File: config.mk
export PLATFORM = sky130hd
export DESIGN_NAME = ifetch32_mc
export DESIGN_NICKNAME = d
export VERILOG_FILES = /design/src/rtl/ifetch32_pkg.sv /design/src/rtl/ifetch32_npc.sv /design/src/rtl/ifetch32_mc.sv
export SDC_FILE = /design/constraint.sdc
export NUM_CORES = 1
export LEC_CHECK = 0
export CORE_UTILIZATION = 35
export CTS_CLUSTER_SIZE = 8
export DETAILED_ROUTE_END_ITERATION = 10
export GPL_TIMING_DRIVEN = 0
export PLACE_DENSITY = 0.68
export SLEW_MARGIN = 10
export SYNTH_ARGS = -nofsm -noshare
export SYNTH_HDL_FRONTEND = slang
export SYNTH_SLANG_ARGS = --single-unit
File: constraint.sdc
create_clock -name clock -period 4 [get_ports clock]
set_input_delay 0.8 -clock clock [delete_from_list [all_inputs] [get_ports clock]]
set_output_delay 0.8 -clock clock [all_outputs]
set_load 0.01 [all_outputs]
File: src/rtl/ifetch32_pkg.sv
// Shared definitions for the multi-cycle instruction fetch unit: FSM state
// encoding, reset vector default and instruction field positions.
// Optional feature macro: IFETCH32_ALIGN_CHK_EN (adds the FAULT state).
package ifetch32_pkg;

  localparam logic [31:0] RESET_PC_DEFAULT = 32'h0000_0000;

  // J-type target field and the PC region bits kept across a jump
  localparam int JTGT_MSB  = 25;
  localparam int JTGT_LSB  = 0;
  localparam int PC_HI_MSB = 31;
  localparam int PC_HI_LSB = 28;

`ifdef IFETCH32_ALIGN_CHK_EN
  typedef enum logic [1:0] {
    FETCH = 2'd0,
    EXEC  = 2'd1,
    FAULT = 2'd2
  } state_e;
`else
  typedef enum logic [0:0] {
    FETCH = 1'b0,
    EXEC  = 1'b1
  } state_e;
`endif

  // Sequential successor; wraps modulo 2^32 naturally
  function automatic logic [31:0] pc_plus4(input logic [31:0] pc);
    return pc + 32'd4;
  endfunction

endpackage

File: src/rtl/ifetch32_npc.sv
// Next-PC selection for ifetch32_mc (purely combinational).
// Priority: jr, then j/jal, then taken branch, else fall-through.
// Without IFETCH32_ALIGN_CHK_EN the result is forced word-aligned; with it the
// raw target is passed on so the parent can detect misalignment.
module ifetch32_npc
  import ifetch32_pkg::*;
(
  input  logic        branch,
  input  logic        nbranch,
  input  logic        jmp,
  input  logic        jal,
  input  logic        jrn,
  input  logic        zero,
  input  logic [31:0] addr_result,
  input  logic [31:0] read_data_1,
  input  logic [31:0] opcplus4,
  input  logic [25:0] jtarget,
  output logic [31:0] npc
);

  // Prioritised target mux; jr wins even on an illegal jr+jal decode
  always_comb begin
    npc = opcplus4;
    if (jrn) begin
      npc = read_data_1;
    end else if (jmp | jal) begin
      npc = {opcplus4[PC_HI_MSB:PC_HI_LSB], jtarget, 2'b00};
    end else if ((branch & zero) | (nbranch & ~zero)) begin
      npc = addr_result;
    end
`ifndef IFETCH32_ALIGN_CHK_EN
    npc[1:0] = 2'b00;
`endif
  end

endmodule

File: src/rtl/ifetch32_mc.sv
// Multi-cycle instruction fetch unit: FETCH issues a memory read and waits
// for ack, EXEC presents the instruction to the core until it stops stalling,
// then the next PC is loaded and a new fetch starts.
// Optional feature macro: IFETCH32_ALIGN_CHK_EN -- adds the fault output and
// a sticky FAULT state entered on a misaligned next-PC.
module ifetch32_mc
  import ifetch32_pkg::*;
#(
  parameter logic [31:0] RESET_PC = RESET_PC_DEFAULT
) (
  input  logic        clock,
  input  logic        reset_n,
  output logic        imem_req,
  output logic [31:0] imem_addr,
  input  logic        imem_ack,
  input  logic [31:0] imem_rdata,
  input  logic        Branch,
  input  logic        nBranch,
  input  logic        Jmp,
  input  logic        Jal,
  input  logic        Jrn,
  input  logic        Zero,
  input  logic [31:0] Addr_result,
  input  logic [31:0] Read_data_1,
  input  logic        stall,
  output logic [31:0] Instruction,
  output logic [31:0] opcplus4,
  output logic        instr_valid
`ifdef IFETCH32_ALIGN_CHK_EN
  ,
  output logic        fault
`endif
);

  state_e      state;
  logic [31:0] pc;
  logic [31:0] npc;

  ifetch32_npc u_npc (
    .branch      (Branch),
    .nbranch     (nBranch),
    .jmp         (Jmp),
    .jal         (Jal),
    .jrn         (Jrn),
    .zero        (Zero),
    .addr_result (Addr_result),
    .read_data_1 (Read_data_1),
    .opcplus4    (opcplus4),
    .jtarget     (Instruction[JTGT_MSB:JTGT_LSB]),
    .npc         (npc)
  );

  // Request is gated by reset_n so it drops the instant reset asserts and
  // rises in the very first cycle after release.
  assign imem_req    = reset_n && (state == FETCH);
  assign imem_addr   = pc;
  assign instr_valid = (state == EXEC);
`ifdef IFETCH32_ALIGN_CHK_EN
  assign fault       = (state == FAULT);
`endif

  // Fetch/execute handshake: capture on ack, advance PC when the core releases
  always_ff @(posedge clock or negedge reset_n) begin
    if (!reset_n) begin
      state       <= FETCH;
      pc          <= RESET_PC;
      Instruction <= '0;
      opcplus4    <= '0;
    end else begin
      case (state)
        FETCH: begin
          if (imem_ack) begin
            Instruction <= imem_rdata;
            opcplus4    <= pc_plus4(pc);
            state       <= EXEC;
          end
        end
        EXEC: begin
          if (!stall) begin
`ifdef IFETCH32_ALIGN_CHK_EN
            if (npc[1:0] != 2'b00) begin
              state <= FAULT;
            end else begin
              pc    <= npc;
              state <= FETCH;
            end
`else
            pc    <= npc;
            state <= FETCH;
`endif
          end
        end
`ifdef IFETCH32_ALIGN_CHK_EN
        FAULT: begin
          state <= FAULT;
        end
`endif
        default: begin
          state <= FETCH;
        end
      endcase
    end
  end

endmodule

==> results of run 1 <==
## final cells by class
| type | instances | area [µm²] |
|---|---|---|
| Inverter | 7 | 26.3 |
| Clock inverter | 1 | 30.0 |
| Timing Repair Buffer | 195 | 1970 |
| Fill cell | 1245 | 6020 |
| Sequential cell | 93 | 2330 |
| Clock buffer | 14 | 264 |
| Tap cell | 176 | 220 |
| Buffer | 44 | 189 |
| Multi-Input combinational cell | 452 | 2310 |
## worst register-to-register path: stages, from the launching register on
cell	delay, ps
dfrtp_1	440
ha_1	220
nand3_1	360
or4_4	590
buf_6	170
or4_1	460
a31oi_1	170
## through the flow
stage          power (W)  instance area (µm²)  setup TNS, ps  util [%]
3_5_place_dp     0.00299                 7040              0      52.7
6_report         0.00386                 7330              0      54.9
4_1_cts          0.00387                 7330              0      54.9
2_1_floorplan    0.00209                 4850              0         -
3_3_place_gp     0.00296                 7010        -141810      52.5
5_1_grt          0.00407                 7330              0      54.9
## layer usage
layer	GRT usage, %	wire [µm]	vias up
li1	-	-	2456
met1	33.1	7850	2477
met2	40.9	8110	243
met3	5.09	1410	40
met4	12.9	627	0
met5	0	0	-
## cells by family after synthesis
group | after synthesis
buf+inv | 51
flops | 93
compound gates | 132
fa+ha+maj | 1
simple gates | 298
mux | 3
xor+xnor | 14
other cells | 1
## cells in the final DEF (no fill, tap or decap), types with 3 or more instances in the layout
master           instances
clkdlybuf4s50_1        193
nand2_1                182
dfrtp_1                 93
nor2_1                  63
a21oi_1                 46
clkbuf_1                41
o21ai_0                 29
a311o_1                 26
a31oi_1                 13
xnor2_1                 13
nand3_1                 11
clkbuf_16                9
or4_1                    8
inv_1                    7
o31ai_1                  7
a22oi_1                  6
or3_1                    6
and3_1                   5
nor3_1                   5
buf_4                    5
a211oi_1                 4
nor4_1                   4
conb_1                   4
nor2b_1                  3
## power breakdown
group / internal (W) / leakage (nW) / switching, W
Clock: 0.000517 / 0.143 / 0.000360
Sequential: 0.00120 / 1.09 / 0.000327
Combinational: 0.000784 / 1.82 / 0.000669
Total: 0.00250 / 3.05 / 0.00136
## sequential cells by signal (all words and copies together) (netlist names)
| signal | flops |
|---|---|
| Instruction | 32 |
| imem_addr | 30 |
| instr_valid | 1 |
| opcplus4 | 30 |
## final timing paths
kind                       slack, ps               to       startpoint
max reg2reg                     1530     opcplus4[26]     imem_addr[2]
max in group asynchronous       2880  Instruction[18]          reset_n
min                              460    imem_addr[12]          reset_n
min in group clock               490  Instruction[29]  Instruction[29]
max                             1030    imem_addr[10]             Zero
min reg2reg                      490  Instruction[29]  Instruction[29]
==> results.yml, run 1 <==
outcome:
  status: "complete, no violations"
cts:
  cts_max_path_buffers: 2
  cts_tree: "built"
  worstSkewPairLatency_ps: 350
  clkSinkCount: 93
  cts-hold-fix-buffers: 0
  htree_levels: 3
  postCtsSetupBuffers: 0
  cts_made_buffers: 9
  clk_pin_slew_ps: 60
  cts_resized: 0
  cts_root_buffer: "clkbuf_16"
finish:
  stdcell_count: 982
  syn2layout_area_growth_pct: 51.5
  num_antenna_cells: 0
  drive_gt1_share_pct: 3.10
  layout.nets: 909
sta:
  rsz0062_at_grt: "no"
  final-setup-viol-count: 0
  slew_headroom_pct: 40.8
  fin_crit_sh_pct: 74.2
  whs_ps: 463
  finalHoldViolCount: 0
  finClkSkew_ps: 8.96
  worstMarginPinSlew_ps: 863
  finalMaxSlewViolations: 0
  fin_ws_ps: 1030
  period_minus_slack_ps: 2970
  clock.fmax_mhz: 337
synth:
  synthTopCellsByCount: "nand2_1 (182), dfrtp_1 (93), nor2_1 (63)"
  async_flop_share_pct: 100
  syn_inst: 593
  synth_top_cell_by_area: "dfrtp_1"
  synth.top_cell.area_share_pct: 48.1
  syn_area_um2: 4840
  synth_edf_count: 0
  yosys_most_used_dff: "dfrtp_1"
  ys_seq_area_share_pct: 48.1
  synth_compound_area_share_pct: 17.6
  synth_xor_area_share_pct: 2.53
  synth_most_common_cell: "nand2_1"
  synthTopCellsByArea: "dfrtp_1 (48%), nand2_1 (14%), a311o_1 (5.4%)"
  synth_cell_types: 37
  synth_top_family_by_area: "simple AND/OR/NAND/NOR gates"
  synth_warnings: 0
  yosys.area_share.simple_pct: 26.3
  avgSynthCellArea_um2: 8.16
  synth.area.mux_share_pct: 0.646
  ys_ff_latch: 93
  synthAdderAreaFrac_pct: 0.259
route:
  wl_per_cell_um: 18.3
  drt_iter0_drc: 341
  first_pass_iters: 6
  route.detailed.drc: 0
  vias: 5216
  viasPerCell: 5.31
  ant_nets: 0
  routed_wl_um: 18000
placement:
  gp_congestion: 0.882
  port_buffers: 194
  hpwl_um: 13200
  place_ws_ps: 705
  dpl.cell_count: 967
worst_setup_path:
  cp-end-kind: "flip-flop"
  crit_type: "input port to flip-flop"
  crit_family: "buffers and inverters"
  worstPathArrival_ps: 3230
  reg2reg_depth: 6
  cp.depth: 6
  required_ps: 4260
  crit_path_cell_trace: "clkdlybuf4s50_1 > mux2i_1 > clkbuf_1 > nand2_1 > a311o_1 > a21oi_1"
  slowest_delay_ps: 740
  crit_slowest_cell: "mux2i_1"
  crit_buf_inv: 2
  cp_max_fo: 10
  start_kind: "input port"
min_path:
  min_path_type: "input port to asynchronous set/reset pin"
flow_run:
  drv_cap: 0
grt:
  grt_pass1_wl_um: 28000
  grt-ovfl-total: 0
  grt_pass1_vias: 5268
  grt_usage_pct: 25.6
  antenna_found_initial: 0
  grt_max_degree: 49
floorplanning:
  initial_core_util_pct: 36.3
  dieArea_um2: 14300
  rows: 42
  die_w_um: 120
  core-area_um2: 13300
  die_h_um: 120
  io_pins: 204
pwr:
  powerDensity_nw_per_um2: 526
  peakVddDrop_uv: 216
  power_leakage_nw: 3.05
Power figures use the tool's default switching activity.
==> inputs of run 2 (changes only) <==
- clock period: 4 -> 3.05 ns (I/O delays scaled with it)
==> results of run 2 <==
Same layout as run 1 (identical final DEF). Status: complete, no violations.
Main changes from that run: setup slack after placement 705 ps -> -54.9 ps; setup slack after layout 1030 ps -> 274 ps; hold slack 463 ps -> 273 ps; register-to-register setup slack 1530 ps -> 580 ps; total power 0.00386 W -> 0.00506 W; worst IR drop on VDD 216 µV -> 283 µV
